### src/rtl/rams64_port_arbiter.sv
// Two-requester arbiter in front of a 64x1 single-port distributed RAM (async read).
// Define RAMS64_ARB_INIT_EN to add a post-reset sweep that writes INIT_VAL to all 64 locations.
module rams64_port_arbiter #(
  parameter logic INIT_VAL  = 1'b0,
  parameter int   FIXED_PRI = 0
) (
  input  logic       CLK,
  input  logic       RST,
  input  logic       req0,
  input  logic       we0,
  input  logic [5:0] adr0,
  input  logic       din0,
  output logic       gnt0,
  output logic       dout0,
  output logic       vld0,
  input  logic       req1,
  input  logic       we1,
  input  logic [5:0] adr1,
  input  logic       din1,
  output logic       gnt1,
  output logic       dout1,
  output logic       vld1,
  output logic [5:0] ram_adr,
  output logic       ram_i,
  output logic       ram_we,
  input  logic       ram_o,
  output logic       busy
);

  typedef enum logic {INIT, RUN} state_e;

`ifdef RAMS64_ARB_INIT_EN
  localparam state_e ResetState = INIT;
`else
  localparam state_e ResetState = RUN;
`endif

  state_e     state_q;
  logic [5:0] sweepCnt_q;
  logic [5:0] adrHold_q;
  logic       favour1_q;
  logic       dout0_q, dout1_q;
  logic       vld0_q, vld1_q;
  logic       both;
  logic       win0, win1;

  // Grants are combinational and forced low while reset is asserted.
  always_comb begin
    both = req0 & req1;
    win0 = 1'b0;
    win1 = 1'b0;
    if (state_q == RUN && !RST) begin
      if (both) begin
        if (FIXED_PRI != 0 || !favour1_q) win0 = 1'b1;
        else                              win1 = 1'b1;
      end else begin
        win0 = req0;
        win1 = req1;
      end
    end
  end

  // RAM port mux; with no winner the address holds its last driven value.
  always_comb begin
    ram_adr = adrHold_q;
    ram_i   = 1'b0;
    ram_we  = 1'b0;
    if (state_q == INIT) begin
      ram_adr = sweepCnt_q;
      if (!RST) begin
        ram_i  = INIT_VAL;
        ram_we = 1'b1;
      end
    end else if (win0) begin
      ram_adr = adr0;
      ram_i   = din0;
      ram_we  = we0;
    end else if (win1) begin
      ram_adr = adr1;
      ram_i   = din1;
      ram_we  = we1;
    end
  end

  always_ff @(posedge CLK or posedge RST) begin
    if (RST) begin
      state_q    <= ResetState;
      sweepCnt_q <= 6'd0;
      adrHold_q  <= 6'd0;
      favour1_q  <= 1'b0;
      dout0_q    <= 1'b0;
      dout1_q    <= 1'b0;
      vld0_q     <= 1'b0;
      vld1_q     <= 1'b0;
    end else begin
      vld0_q <= win0 & ~we0;
      vld1_q <= win1 & ~we1;
      if (win0 && !we0) dout0_q <= ram_o;
      if (win1 && !we1) dout1_q <= ram_o;
      if (win0)      adrHold_q <= adr0;
      else if (win1) adrHold_q <= adr1;
      // The pointer only moves on contended cycles.
      if (state_q == RUN && both && FIXED_PRI == 0) favour1_q <= ~favour1_q;
      if (state_q == INIT) begin
        sweepCnt_q <= sweepCnt_q + 6'd1;
        adrHold_q  <= sweepCnt_q;
        if (sweepCnt_q == 6'd63) state_q <= RUN;
      end
    end
  end

  assign gnt0  = win0;
  assign gnt1  = win1;
  assign dout0 = dout0_q;
  assign dout1 = dout1_q;
  assign vld0  = vld0_q;
  assign vld1  = vld1_q;

`ifdef RAMS64_ARB_INIT_EN
  assign busy = (state_q == INIT);
`else
  assign busy = 1'b0;
`endif

endmodule
### config.mk
export PLATFORM = sky130hd
export DESIGN_NAME = rams64_port_arbiter
export DESIGN_NICKNAME = d
export VERILOG_FILES = /design/src/rtl/rams64_port_arbiter.sv
export SDC_FILE = /design/constraint.sdc
export NUM_CORES = 1
export LEC_CHECK = 0
export BUFFER_PORTS_ARGS = -buffer_cell sky130_fd_sc_hd__clkbuf_2
export CORE_MARGIN = 4
export CORE_UTILIZATION = 43
export CTS_CLUSTER_DIAMETER = 40
export DETAILED_ROUTE_END_ITERATION = 8
export HOLD_SLACK_MARGIN = 0.06
export PLACE_DENSITY = 0.81
export SYNTH_ARGS = -nofsm -noshare
export SYNTH_HDL_FRONTEND = slang
export SYNTH_SLANG_ARGS = --single-unit
export TNS_END_PERCENT = 5
### constraint.sdc
create_clock -name CLK -period 4.3 [get_ports CLK]
set_clock_uncertainty 0.05 [all_clocks]
set_input_delay 0.43 -clock CLK [delete_from_list [all_inputs] [get_ports CLK]]
set_output_delay 0.43 -clock CLK [all_outputs]
set_load 0.02 [all_outputs]
Word-level counts from Yosys, hierarchy flattened
Index checks and enable logic that the tools add are counted.
Widths: inputs -> output; s select.
Word-level totals
  memories: 0
  bits in latches: 0
  bits in writable memories: 0
  logic and storage cells: 41
  ROM bits: 0
  flip-flop bits (word level): 18
Cells by class
  reduce and logical (&&, ||, !) cells: 7
  order comparisons: 0
  divide/modulo/power cells: 0
  multiply operators: 0
  bitwise operators: 6
  mux-type cells: 18
  equal/unequal tests: 1
  shift operators: 0
  add/sub/neg operators: 1
Operator list (count)
  $mux 6: 3
  $mux 1: 15
  $add 6x1->6 const B: 1
  $eq 6x6->1 const B: 1
  $logic_and 1x1->1: 4
  $and 1x1->1: 3
  $logic_not 1->1: 3
  $not 1->1: 3

Longest topological paths before layout
  word-level depth: 6
  depth in mapped cells: 5

Least setup slack after synthesis
Ideal clock, no wire load.
  path type: reg2out
  start: register state_q
  end: output port ram_adr[0]
  slack: 2.258 ns
  buffers on the path: 1
  arrival: 1.562 ns
  stages on the path, launching flop included: 6
  path through: dfstp_2 buf_2 nand3b_2 a21oi_4 mux2i_1 o21ai_1
Between the ends
  word-level cells in the longest chain between the ends: 5
  elaborated cells between the ends (all ways): 6
RTL lines
  from (decl): RTL line 38  | state_e state_q;
  from (signal assigned): RTL line 87  | state_q <= ResetState;
  $logic_and 1x1->1: RTL line 52  | if (state_q == RUN && !RST) begin
  $mux 1: RTL line 52
  via gnt1: RTL line 20  | output logic gnt1,
  $mux 6: RTL line 78  | end else if (win1) begin
  $mux 6: RTL line 74  | end else if (win0) begin
  $mux 6
  to (decl): RTL line 23  | output logic [5:0] ram_adr,
The timed path passes the listed nets, and every way through them passes these cells.

Worst setup path in the final report
  start: register state_q
  end: output port ram_adr[0]
Between the ends
  word-level cells in the longest chain between the ends: 5
  elaborated cells between the ends (all ways): 6
RTL lines (RTL line)
  $logic_and 1x1->1: 52
  $mux 1: 52
  $mux 6: 78
  $mux 6: 74
  $mux 6 (*)
Mark *: on every way between the ends. The rest lies on a longest branch, timed or not.

==> metrics <==
status=complete, no violations; Die ar.=~0.0029 mm^2; Core Area=0.00196 mm^2; initial antenna violation count=0; Mean Syn Cell Area=10.9 um^2; final-report hold violation count=0; Worst VDD drop=0.000165 V; postcts setup bufs=0; antenna-violating nets left=0; Max-slew headroom=between 50% and 60%; Post-Route WL=1.98 mm; routed len/inst=around 14 um; # clock sinks=18; largest net degree at the start of global routing=20; Yosys cell types=33; Port-buffer cells=34; Die X=53.7 um; Power Density=around 260 mW/mm^2; Antenna diodes=0; Post-Syn Nets=approximately 100; share of layout cells above drive strength 1=39.7%; final instance area=between 0.001 and 0.0015 mm^2; post-cts gate resize count=0; first-pass GRT wire length=~3.2 mm; Congestion Overflow GR=0; CTS Hold Bufs=0; DR iter-0 viols=13; Layout Utilization=a little under three fifths; Worst setup EP type=output port; TritonCTS clock tree=done; Hold Path Class=in2async; Slew @ Worst Pin=0.679 ns; H-tree depth reported by CTS=1; Final setup viols=0; Worst EP arrival=approximately 2 ns; hold_ws=a little over 0.2 ns; Ports=36; synthesized area=roughly 900 um^2; unrepaired setup endpoints after global routing=no; vias in the first global route=718; Layout Area Growth over Synthesis=23.6%; CTS Buf Count=3; final slew viol count=0; Reg clk slew, reported paths=0.11 ns; GR Util met2=27.6%; crit start category=register; Via-to-Cell Ratio=5.11; Most Crowded Layer GR=met2; Final min period=2.46 ns; Residual DRC=0; fin worst setup slack=1.84 ns; Pleak=approximately 0.53 nW; Yosys Warn Count=0; FF+latch count, synth=18; WS Path Type=reg2out; drt pass-1 iters=4; maximum clock path buffer count=2; worst-path maximum fanout=19; Cell Rows=16; routability cong.=between 0.8 and 0.9; sequential fraction of the synthesis area=50.3%; placed inst area=between 0.001 and 0.0015 mm^2; pre-CTS setup slack=between 2 and 2.5 ns; HPWL after DPL=1.52 mm; Total Nets Final=~140; Root Buffer=clkbuf_4; Vias=731; GR Layer Usage met3=4.16%; max cap viols=0; aggregate global-route resource usage=approximately 15%; TNS Setup=0 ns; WP data required=~3.8 ns; DIE HEIGHT=53.7 um; Initial Util=45.7%; met1 usage=between 10% and 20%; crit share post-route=57.1%; achievable clock frequency=0.407 GHz; worst-skew pair later-pin latency=approximately 0.29 ns; Mapped Cells=82
==> worst max-delay path, cell delays in order, from the launching register on <==
cell      delay (ns)
dfstp_2         0.73
nand3b_2        0.16
a21oi_4         0.28
mux2i_1         0.13
o21ai_1         0.17
clkbuf_2        0.20
==> logic make-up after synthesis <==
group | synth area share (%)
xor+xnor | 5.86
mux | 6.42
simple gates | 14.8
fa+ha+maj | 1.39
other cells | 0.418
flops | 50.3
compound gates | 16.7
buf+inv | 4.05
==> routing by layer <==
layer	routed length, um	share of wire, %	vias up
met5	0	0	-
met4	31	1.6	0
met3	124	6.3	4
met2	1090	55	25
met1	737	37	353
li1	-	-	349
==> state kept, by name, indices dropped and copies added, names as in the netlist <==
register / flops
dout1: 1
vld1: 1
sweepCnt_q: 6
adrHold_q: 6
state_q: 1
vld0: 1
dout0: 1
favour1_q: 1
==> cells in the final DEF (no fill, tap or decap), types with 2 or more instances in the layout <==
master and instances:
nand2_1 9, nor2_1 5, o21bai_1 2, inv_1 2, dfrtp_1 17, clkbuf_2 34, mux2i_1 2, xnor2_1 5
nand3_1 4, a221o_1 4, a21oi_1 6, clkbuf_4 3, o21ai_0 2, nor2b_1 2
==> cell usage after synthesis <==
master | count | area share, %
dfrtp_1 | 17 | 47
nand2_1 | 9 | 3.8
a21oi_1 | 6 | 3.3
nor2_1 | 5 | 2.1
xnor2_1 | 5 | 4.9
a221o_1 | 4 | 4.5
nand3_1 | 4 | 2.2
buf_2 | 2 | 1.1
inv_1 | 2 | 0.84
mux2i_1 | 2 | 2.2
nor2b_1 | 2 | 1.4
o21ai_0 | 2 | 1.1
o21bai_1 | 2 | 1.7
a21boi_0 | 1 | 0.84
a21oi_2 | 1 | 0.98
a21oi_4 | 1 | 1.8
a22oi_1 | 1 | 0.84
a32o_1 | 1 | 1.1
and2b_4 | 1 | 1.1
and3_1 | 1 | 0.70
buf_4 | 1 | 0.84
buf_6 | 1 | 1.3
conb_1 | 1 | 0.42
dfstp_2 | 1 | 2.9
ha_1 | 1 | 1.4
mux2_1 | 1 | 1.3
mux2_2 | 1 | 1.3
mux2_4 | 1 | 1.7
nand2b_1 | 1 | 0.70
nand3b_2 | 1 | 1.3
nor2b_4 | 1 | 1.5
o21ai_1 | 1 | 0.56
xor2_1 | 1 | 0.98
==> where the power goes <==
part           internal [W]   total, W  leakage, nW  switching, W
combinational    0.00000862  0.0000206        0.290     0.0000120
sequential         0.000169   0.000169        0.224             0
clock             0.0000516   0.000104       0.0210     0.0000520
total              0.000229   0.000293        0.535     0.0000639
==> path summary, 6_finish.rpt <==
check	startpoint	slack [ns]	to	cells after the start
max in group asynchronous	RST	3.55	adrHold_q[5]	2
max reg2reg	state_q	2.43	dout0	3
min reg2reg	dout1	0.45	dout1	1
min	RST	0.21	adrHold_q[2]	2
min in group CLK	we0	0.29	vld0	2
max	state_q	1.84	ram_adr[0]	5
==> per-stage QoR <==
stage | power [W] | std cells
5_1_grt | 0.000309 | 143
2_1_floorplan | 0.000180 | 82
3_5_place_dp | 0.000193 | 139
4_1_cts | 0.000296 | 143
6_report | 0.000293 | 143
3_3_place_gp | 0.000193 | 139
==> area by class of cell <==
class,count,area (um^2)
inverter,2,7.51
fill,196,853
clock buffer,4,36.3
multi-input combinational,58,409
sequential,18,452
tap,27,33.8
timing repair buffer,34,170
Power figures use the tool's default switching activity.
